==> config.mk <==
export PLATFORM = sky130hd
export DESIGN_NAME = detector_jogada
export DESIGN_NICKNAME = d
export VERILOG_FILES = /design/src/rtl/jogo_pkg.sv /design/src/rtl/sincronizador_2ff.sv /design/src/rtl/detector_jogada.sv
export SDC_FILE = /design/constraint.sdc
export NUM_CORES = 1
export LEC_CHECK = 0
export ABC_AREA = 1
export BUFFER_PORTS_ARGS = -buffer_cell sky130_fd_sc_hd__buf_2
export CORE_AREA = 8 8 56 58
export CTS_BUF_LIST = sky130_fd_sc_hd__clkbuf_8
export DETAILED_ROUTE_END_ITERATION = 7
export DIE_AREA = 0 0 64 66
export PLACE_DENSITY = 0.88
export SLEW_MARGIN = 20
export SYNTH_ARGS = -nofsm -noshare
export SYNTH_HDL_FRONTEND = slang
export SYNTH_HIERARCHICAL = 1
export SYNTH_SLANG_ARGS = --single-unit
export TNS_END_PERCENT = 50
==> constraint.sdc <==
create_clock -name clock -period 1.65 [get_ports clock]
set_input_delay 0.33 -clock clock [delete_from_list [all_inputs] [get_ports clock]]
set_output_delay 0.33 -clock clock [all_outputs]
set_load 0.05 [all_outputs]
==> src/rtl/jogo_pkg.sv <==
// Shared constants for the memory-game front end: default sizes and the
// button-detector FSM encoding.
package jogo_pkg;

  localparam int N_BOTOES_DEF = 4;
  localparam int DEBOUNCE_DEF = 10;

  localparam logic [1:0] ESPERA       = 2'b00;
  localparam logic [1:0] FILTRA_PRESS = 2'b01;
  localparam logic [1:0] PRESSIONADO  = 2'b10;
  localparam logic [1:0] FILTRA_SOLTA = 2'b11;

  // True when exactly one bit is set (callers zero-extend narrower buses).
  function automatic logic eh_one_hot(input logic [31:0] v);
    return (v != 32'd0) && ((v & (v - 32'd1)) == 32'd0);
  endfunction

endpackage

==> src/rtl/sincronizador_2ff.sv <==
// Two-flop synchroniser, one independent chain per bit, for bringing the raw
// asynchronous button levels into the clock domain.
module sincronizador_2ff #(
  parameter int WIDTH = 4
) (
  input  logic             clock,
  input  logic             reset,
  input  logic [WIDTH-1:0] d,
  output logic [WIDTH-1:0] q
);

  generate
    for (genvar gi = 0; gi < WIDTH; gi++) begin : g_bit
      logic meta_reg;
      logic sync_reg;

      always_ff @(posedge clock or negedge reset) begin
        if (!reset) begin
          meta_reg <= 1'b0;
          sync_reg <= 1'b0;
        end else begin
          meta_reg <= d[gi];
          sync_reg <= meta_reg;
        end
      end

      assign q[gi] = sync_reg;
    end
  endgenerate

endmodule

==> src/rtl/detector_jogada.sv <==
// Button front end: synchronise, debounce, then validate each physical press
// as one-hot and emit a registered play plus a single-cycle pulse.
module detector_jogada
  import jogo_pkg::*;
#(
  parameter int N_BOTOES        = N_BOTOES_DEF,
  parameter int DEBOUNCE_CYCLES = DEBOUNCE_DEF
) (
  input  logic                clock,
  input  logic                reset,
  input  logic                zera,
  input  logic [N_BOTOES-1:0] botoes,
  output logic [N_BOTOES-1:0] jogada,
  output logic                tem_jogada,
  output logic                jogada_invalida,
  output logic [1:0]          db_estado
);

  localparam int CW = $clog2(DEBOUNCE_CYCLES + 1);
  localparam logic [CW-1:0] CNT_MAX  = CW'(DEBOUNCE_CYCLES);
  localparam logic [CW-1:0] CNT_LAST = CW'(DEBOUNCE_CYCLES - 1);

  logic [N_BOTOES-1:0] s;

  logic [1:0]          estado_reg, estado_next;
  logic [N_BOTOES-1:0] cand_reg, cand_next;
  logic [CW-1:0]       cnt_reg, cnt_next;
  logic [N_BOTOES-1:0] jogada_reg, jogada_next;
  logic                tem_reg, tem_next;
  logic                inv_reg, inv_next;

  sincronizador_2ff #(.WIDTH(N_BOTOES)) u_sync (
    .clock (clock),
    .reset (reset),
    .d     (botoes),
    .q     (s)
  );

  always_comb begin
    estado_next = estado_reg;
    cand_next   = cand_reg;
    cnt_next    = (cnt_reg == CNT_MAX) ? cnt_reg : cnt_reg + CW'(1);
    jogada_next = zera ? '0 : jogada_reg;
    tem_next    = 1'b0;
    inv_next    = 1'b0;

    case (estado_reg)
      ESPERA: begin
        cnt_next = '0;
        if (s != '0) begin
          estado_next = FILTRA_PRESS;
          cand_next   = s;
          cnt_next    = CW'(1);
        end
      end
      FILTRA_PRESS: begin
        if (s == '0) begin
          estado_next = ESPERA;
          cnt_next    = '0;
        end else if (s != cand_reg) begin
          cand_next = s;
          cnt_next  = CW'(1);
        end else if (cnt_reg >= CNT_LAST) begin
          // A capture overrides a coincident zera so no play is ever lost.
          estado_next = PRESSIONADO;
          cnt_next    = '0;
          if (eh_one_hot(32'(cand_reg))) begin
            jogada_next = cand_reg;
            tem_next    = 1'b1;
          end else begin
            inv_next = 1'b1;
          end
        end
      end
      PRESSIONADO: begin
        cnt_next = '0;
        if (s == '0) estado_next = FILTRA_SOLTA;
      end
      default: begin
        if (s != '0) begin
          estado_next = PRESSIONADO;
          cnt_next    = '0;
        end else if (cnt_reg >= CNT_LAST) begin
          estado_next = ESPERA;
          cnt_next    = '0;
        end
      end
    endcase
  end

  // Reset lands in FILTRA_SOLTA so a button held through reset must be released first.
  always_ff @(posedge clock or negedge reset) begin
    if (!reset) begin
      estado_reg <= FILTRA_SOLTA;
      cand_reg   <= '0;
      cnt_reg    <= '0;
      jogada_reg <= '0;
      tem_reg    <= 1'b0;
      inv_reg    <= 1'b0;
    end else begin
      estado_reg <= estado_next;
      cand_reg   <= cand_next;
      cnt_reg    <= cnt_next;
      jogada_reg <= jogada_next;
      tem_reg    <= tem_next;
      inv_reg    <= inv_next;
    end
  end

  assign jogada          = jogada_reg;
  assign tem_jogada      = tem_reg;
  assign jogada_invalida = inv_reg;
  assign db_estado       = estado_reg;

endmodule

==> results.cfg, run 1 <==
[drt]
drt_first_pass_iters = 4
final_antenna_net_count = 0
drt_iter0_markers = 52
via_per_inst = 5.045
postRouteWirelength_microns = 2329
drc = 0
vias = 1009
routedWlPerCell_microns = 11.65

[timing]
grt_setup_unrepaired = false
fin_crit_ns = 1.517
holdWs_ns = 0.03170
tightest_slew_ns = 0.5253
slew-limit-headroom = 0.6498
maxSlewViolCount = 0
setup_viol = 0
fin_setup_tns_ns = 0
fin_ws_ns = 0.1327
fmax_mhz = 659.1
hold_viol_final = 0
min_period_over_period = 0.9196
finClkSkew_ns = 0.001017

[clocking]
cts_tree = yes
cts-buffers-inserted = 3
clkLatencyLatePin_ns = 0.26
root_buffer = clkbuf_8
cts_buffer_depth = 2
path_clk_slew_ns = 0.08
cts.sinks = 24
htreeDepth = 1

[setup_path]
critPathTopFamily = flip-flops
path_cells = inv_1, ha_1, nand2_1, nand2_1, o21ai_0, a21oi_1
worstPathMaxFanout = 7
crit_slowest_cell = dfstp_2
arrival_ns = 1.67
crit_buf_inv = 1
crit_path_frequent_cell = nand2_1
crit_required_ns = 1.80
crit_type = flop to flop
crit_path_max_incr_delay_ns = 0.61
end_kind = flop
startpoint_type = flop

[floorplan]
fp.dieH_microns = 66
ios = 15
die_x_microns = 64
start_util = 0.5685
coreArea_sq_um = 2320
fp-row-count = 18
die-area_sq_um = 4224

[place]
post-dp-hpwl_microns = 1750
place_ws_ns = 0.1249
dp_cells = 196
placement.io_buffers = 14
place.gp.congestion = 0.9442

[global_route]
grt_pass1_wl_microns = 4278
grt_util_all_layers = 0.1270
antenna_found_initial = 0
grt_pass1_vias = 1015
grt_max_degree = 25
grt_overflow = 0

[power_and_ir_drop]
peakVddDrop_mv = 0.8927
p_per_area_nw_per_um2 = 1672
p_total_w = 0.002469
p_leak_nw = 0.8037

[cells_and_area]
nets = 186
antenna_cells = 0
drive_gt1_frac = 0.2529
fillCellCount = 196
final_common_cell = nand2_1
area_growth_syn_to_layout_pct = 11.95
instances_no_fill = 200
final_cell_mix = 43 x nand2_1, 21 x dfrtp_1, 19 x inv_1

[logic_synthesis]
ys_seq_area_frac = 0.4573
ys_types = 22
syn_inst = 155
syn_nets = 170
avgSynthCellArea_sq_um = 8.508
ys_warn_count = 6
ys_ff_latch = 24
syn_area_sq_um = 1319

[run_status]
status = complete, no violations

[hold_path]
min_path_type = input port to asynchronous set/reset pin

[flow_run]
cap_violations = 0
metrics by stage:
| stage | cell area (sq um) | util |
|---|---|---|
| final | 1476 | 0.6365 |
| after global routing | 1476 | 0.6365 |
| after CTS | 1475 | 0.6359 |
| after detailed placement | 1404 | 0.6052 |
| after global placement | 1404 | 0.6052 |
| after floorplan | 1319 | - |
metal layers:
layer,GRT usage,vias to the layer above,wire (microns)
met5,0,-,0
met4,0.08635,0,37
met3,0.03898,4,152
met2,0.2146,34,1139
met1,0.1340,465,1000
li1,-,506,-
path summary, 6_finish.rpt:
| path | cells after the start | end | slack (ns) | start |
|---|---|---|---|---|
| setup / recovery | 6 | cnt_reg[0]$_DFF_PN0_ | 0.13 | db_estado[0]$_DFFE_PN1P_ |
| hold / removal | 1 | cand_reg[0]$_DFFE_PN0P_ | 0.03 | reset |
| setup reg to reg | 6 | cnt_reg[0]$_DFF_PN0_ | 0.13 | db_estado[0]$_DFFE_PN1P_ |
| hold reg to reg | 0 | u_sync/g_bit[2].sync_reg$_DFF_PN0_ | 0.35 | u_sync/g_bit[2].meta_reg$_DFF_PN0_ |
| max in group asynchronous | 1 | cnt_reg[0]$_DFF_PN0_ | 1.24 | reset |
| min in group clock | 1 | u_sync/g_bit[2].meta_reg$_DFF_PN0_ | 0.16 | botoes[2] |
layout make-up:
cell class	count	area [sq um]	share of cell area
Sequential cell	24	604.3	0.4093
Multi-Input combinational cell	102	591.8	0.4008
Inverter	25	93.84	0.06356
Timing Repair Buffer	15	77.57	0.05254
Clock buffer	3	41.29	0.02797
Tap cell	30	37.54	0.02542
Clock inverter	1	30.03	0.02034
kinds of logic after synthesis:
kind of cell / count (synthesis) / share of synthesized area
AO/OA/AOI/OAI: 11 / 0.05407
XOR/XNOR: 2 / 0.01329
adder cells (fa/ha/maj): 8 / 0.07590
buffers and inverters: 29 / 0.09393
flip-flops: 24 / 0.4573
AND/OR/NAND/NOR: 81 / 0.3055
synth_stat cells:
library cell | instances | share of area
inv_1 | 20 | 0.057
nor2_1 | 9 | 0.026
buf_4 | 4 | 0.023
a21oi_1 | 1 | 0.0038
o21ai_1 | 6 | 0.023
nand2_2 | 8 | 0.038
dfrtp_1 | 22 | 0.42
a22oi_4 | 1 | 0.016
dfstp_2 | 2 | 0.040
nor2_4 | 3 | 0.026
nor3_1 | 1 | 0.0038
o21ai_0 | 3 | 0.011
nand3_4 | 1 | 0.013
xor2_1 | 2 | 0.013
nand2_4 | 1 | 0.0085
nand2_1 | 43 | 0.12
nand3_2 | 1 | 0.0076
ha_1 | 8 | 0.076
nand3b_1 | 1 | 0.0057
nand3_1 | 7 | 0.027
inv_2 | 5 | 0.014
nand4_1 | 6 | 0.028
where the power goes:
part / total, W / internal, W / switching, W / leakage [nW]
clock network: 0.000509 / 0.000324 / 0.000185 / 0.0357
logic: 0.00109 / 0.000367 / 0.000724 / 0.468
registers: 0.000869 / 0.000720 / 0.000149 / 0.300
repair_timing:
item / 4_1_cts / 5_1_grt
setup endpoints to repair: 0 / 7
hold buffers: 0 / 0
buffers inserted: 0 / 0
resized for setup: 0 / 3
hold endpoints to repair: 0 / 0
Note: power is estimated with default switching activity, not from simulation.
==> run 2: changes to the inputs <==
--- a/config.mk
+++ b/config.mk
@@ -6,15 +6,15 @@
 export NUM_CORES = 1
 export LEC_CHECK = 0
 export ABC_AREA = 1
+export ABC_CLOCK_PERIOD_IN_PS = 1650
 export BUFFER_PORTS_ARGS = -buffer_cell sky130_fd_sc_hd__buf_2
 export CORE_AREA = 8 8 56 58
 export CTS_BUF_LIST = sky130_fd_sc_hd__clkbuf_8
 export DETAILED_ROUTE_END_ITERATION = 7
 export DIE_AREA = 0 0 64 66
-export PLACE_DENSITY = 0.88
+export PLACE_DENSITY = 0.86
 export SLEW_MARGIN = 20
 export SYNTH_ARGS = -nofsm -noshare
 export SYNTH_HDL_FRONTEND = slang
-export SYNTH_HIERARCHICAL = 1
 export SYNTH_SLANG_ARGS = --single-unit
 export TNS_END_PERCENT = 50
==> run 2 against run 1 <==
  * Sequential share of layout area rose by 0.25 points
  * Synthesized cell count rose by 1.3%
  * Critical path type unchanged
  * Largest power group unchanged
  * Cell count rose by 3.0%
  * Cell area did not move
  * Total power fell by 3.5%
  * Synthesized area fell by 3.3%
  * Clock skew rose by 0.0052 ns
  * Critical path depth did not move
==> results.cfg, run 2 <==
[place]
post-dp-hpwl_microns = 1855
place_ws_ns = 0.08468
place.gp.congestion = 0.7874
placement.io_buffers = 14

[logic_synthesis]
ys_seq_area_frac = 0.4730
ys_top_cells_by_area = dfrtp_1 43%, nand2_1 14%, inv_1 7.9%
ys_warn_count = 0
synthArstFlopShare = 1.000
synth_flop_cell = dfrtp_1
syn_area_sq_um = 1275
ys_types = 21
synth_top_area_cell = dfrtp_1
synth_top_area_frac = 0.4318
synth_edf_count = 0
synth.top_cells.by_count = 46 x nand2_1, 27 x inv_1, 22 x dfrtp_1
syn_nets = 172
syn_inst = 157
yosysMostFrequentCell = nand2_1
ys_ff_latch = 24
avgSynthCellArea_sq_um = 8.121

[setup_path]
startpoint_type = flop
crit_required_ns = 1.80
end_kind = flop
worstPathMaxFanout = 8
crit_slowest_cell = dfstp_4
critPathTopFamily = flip-flops
crit_buf_inv = 1
path_cells = ha_2, inv_1, o21ai_1, nand2_4, nand2_1, o21ai_0
crit_path_max_incr_delay_ns = 0.67
arrival_ns = 1.72
crit_type = flop to flop

[drt]
drc = 0
via_per_inst = 4.990
drt_iter0_markers = 16
routedWlPerCell_microns = 11.62
wl_met1_microns = 999
route.met3.wl_microns = 95
drt_first_pass_iters = 4
postRouteWirelength_microns = 2394
wl_met2_microns = 1282
vias = 1028
top_layer_used = met4
final_antenna_net_count = 0

[floorplan]
ios = 15
fp-row-count = 18
fp.dieH_microns = 66
die_x_microns = 64
die-area_sq_um = 4224
coreArea_sq_um = 2320
start_util = 0.5496

[timing]
setup_viol = 0
slew-limit-headroom = 0.6575
tightest_slew_ns = 0.5138
hold_viol_final = 0
fmax_mhz = 635.5
fin_setup_tns_ns = 0
maxSlewViolCount = 0
fin_crit_ns = 1.573
min_period_over_period = 0.9536
fin_ws_ns = 0.07653
finClkSkew_ns = 0.006256
grt_setup_unrepaired = false

[flow_run]
cap_violations = 0

[cells_and_area]
area_growth_syn_to_layout_pct = 15.80
final_cell_mix = 43 x nand2_1, 27 x inv_1, 21 x dfrtp_1
nets = 192
post-route-util = 0.6365
final_common_cell = nand2_1
fillCellCount = 204
regArea_sq_um = 608.1
drive_gt1_frac = 0.2102
antenna_cells = 0
multiInputGateArea_sq_um = 573.1

[power_and_ir_drop]
p_per_area_nw_per_um2 = 1614
p_total_w = 0.002383
peakVddDrop_mv = 0.9982
p_leak_nw = 0.8166

[run_status]
status = complete, no violations

[hold_path]
min_path_type = input port to asynchronous set/reset pin

[clocking]
cts_tree = yes
postCtsHoldBufs = 0
htreeDepth = 1
path_clk_slew_ns = 0.09
cts_buffer_depth = 2
clkLatencyLatePin_ns = 0.27
root_buffer = clkbuf_8
cts-buffers-inserted = 3
cts.sinks = 24
post_cts_buffers = 0

[global_route]
antenna_found_initial = 0
grt_max_degree = 25
grt_pass1_wl_microns = 4222
grt_pass1_vias = 1030
grt_util_all_layers = 0.1227
grt_overflow = 0
-- run 2: cell type report --
cell class                 instances  area share
sequential                        24      0.4119
multi-input combinational        105      0.3881
inverter                          27     0.06864
timing repair buffer              16     0.05763
clock buffer                       3     0.02797
tap                               30     0.02542
clock inverter                     1     0.02034
-- run 2: per-layer routing --
metal  track usage  vias up
met2        0.2296       25
li1              -      520
met4       0.04178        0
met1        0.1310      479
met5             0        -
met3       0.03051        4
-- run 2: per-stage QoR --
| stage | instances | hold WS, ns | instance area [sq um] |
|---|---|---|---|
| 2_1_floorplan | 157 | 0.03441 | 1281 |
| 3_3_place_gp | 202 | 0.3281 | 1393 |
| 3_5_place_dp | 202 | 0.3347 | 1393 |
| 4_1_cts | 206 | 0.03896 | 1464 |
| 5_1_grt | 206 | 0.06539 | 1476 |
| 6_report | 206 | 0.01856 | 1476 |
-- run 2: worst reg2reg max path, delay by kind of cell, from the launching register on --
family	cells	cell delay [ns]
AO/OA/AOI/OAI	2	0.37
adder cells (fa/ha/maj)	1	0.18
buffers and inverters	1	0.05
flip-flops	1	0.67
AND/OR/NAND/NOR	2	0.18
-- run 2: worst paths after layout --
check                      slack [ns]                               start  cells past startpoint                                 end
max                              0.08            db_estado[0]$_DFFE_PN1P_                      6             cand_reg[3]$_DFFE_PN0P_
min                              0.02                               reset                      1                 jogada[3]$_DFF_PN0_
max reg2reg                      0.08            db_estado[0]$_DFFE_PN1P_                      6             cand_reg[3]$_DFFE_PN0P_
min reg2reg                      0.35  u_sync.g_bit[2].meta_reg$_DFF_PN0_                      0  u_sync.g_bit[2].sync_reg$_DFF_PN0_
max in group asynchronous        1.26                               reset                      1                cnt_reg[0]$_DFF_PN0_
min in group clock               0.16                           botoes[0]                      1  u_sync.g_bit[0].meta_reg$_DFF_PN0_
-- run 2: cell families after synthesis --
kind of cell    share of synthesized area
compound gates                    0.05692
simple gates                       0.2964
fa+ha+maj                         0.07851
xor+xnor                         0.006871
flops                              0.4730
buf+inv                           0.08832
-- run 2: report_power, final --
group          switching [W]  internal [W]
Clock               0.000198      0.000324
Combinational       0.000634      0.000341
Sequential          0.000158      0.000728
Total               0.000989       0.00139
-- run 2: repair_timing --
action                                  4_1_cts  5_1_grt
gates resized for setup                       0        7
endpoints found under the setup margin        0       13
hold endpoints to repair                      0        0
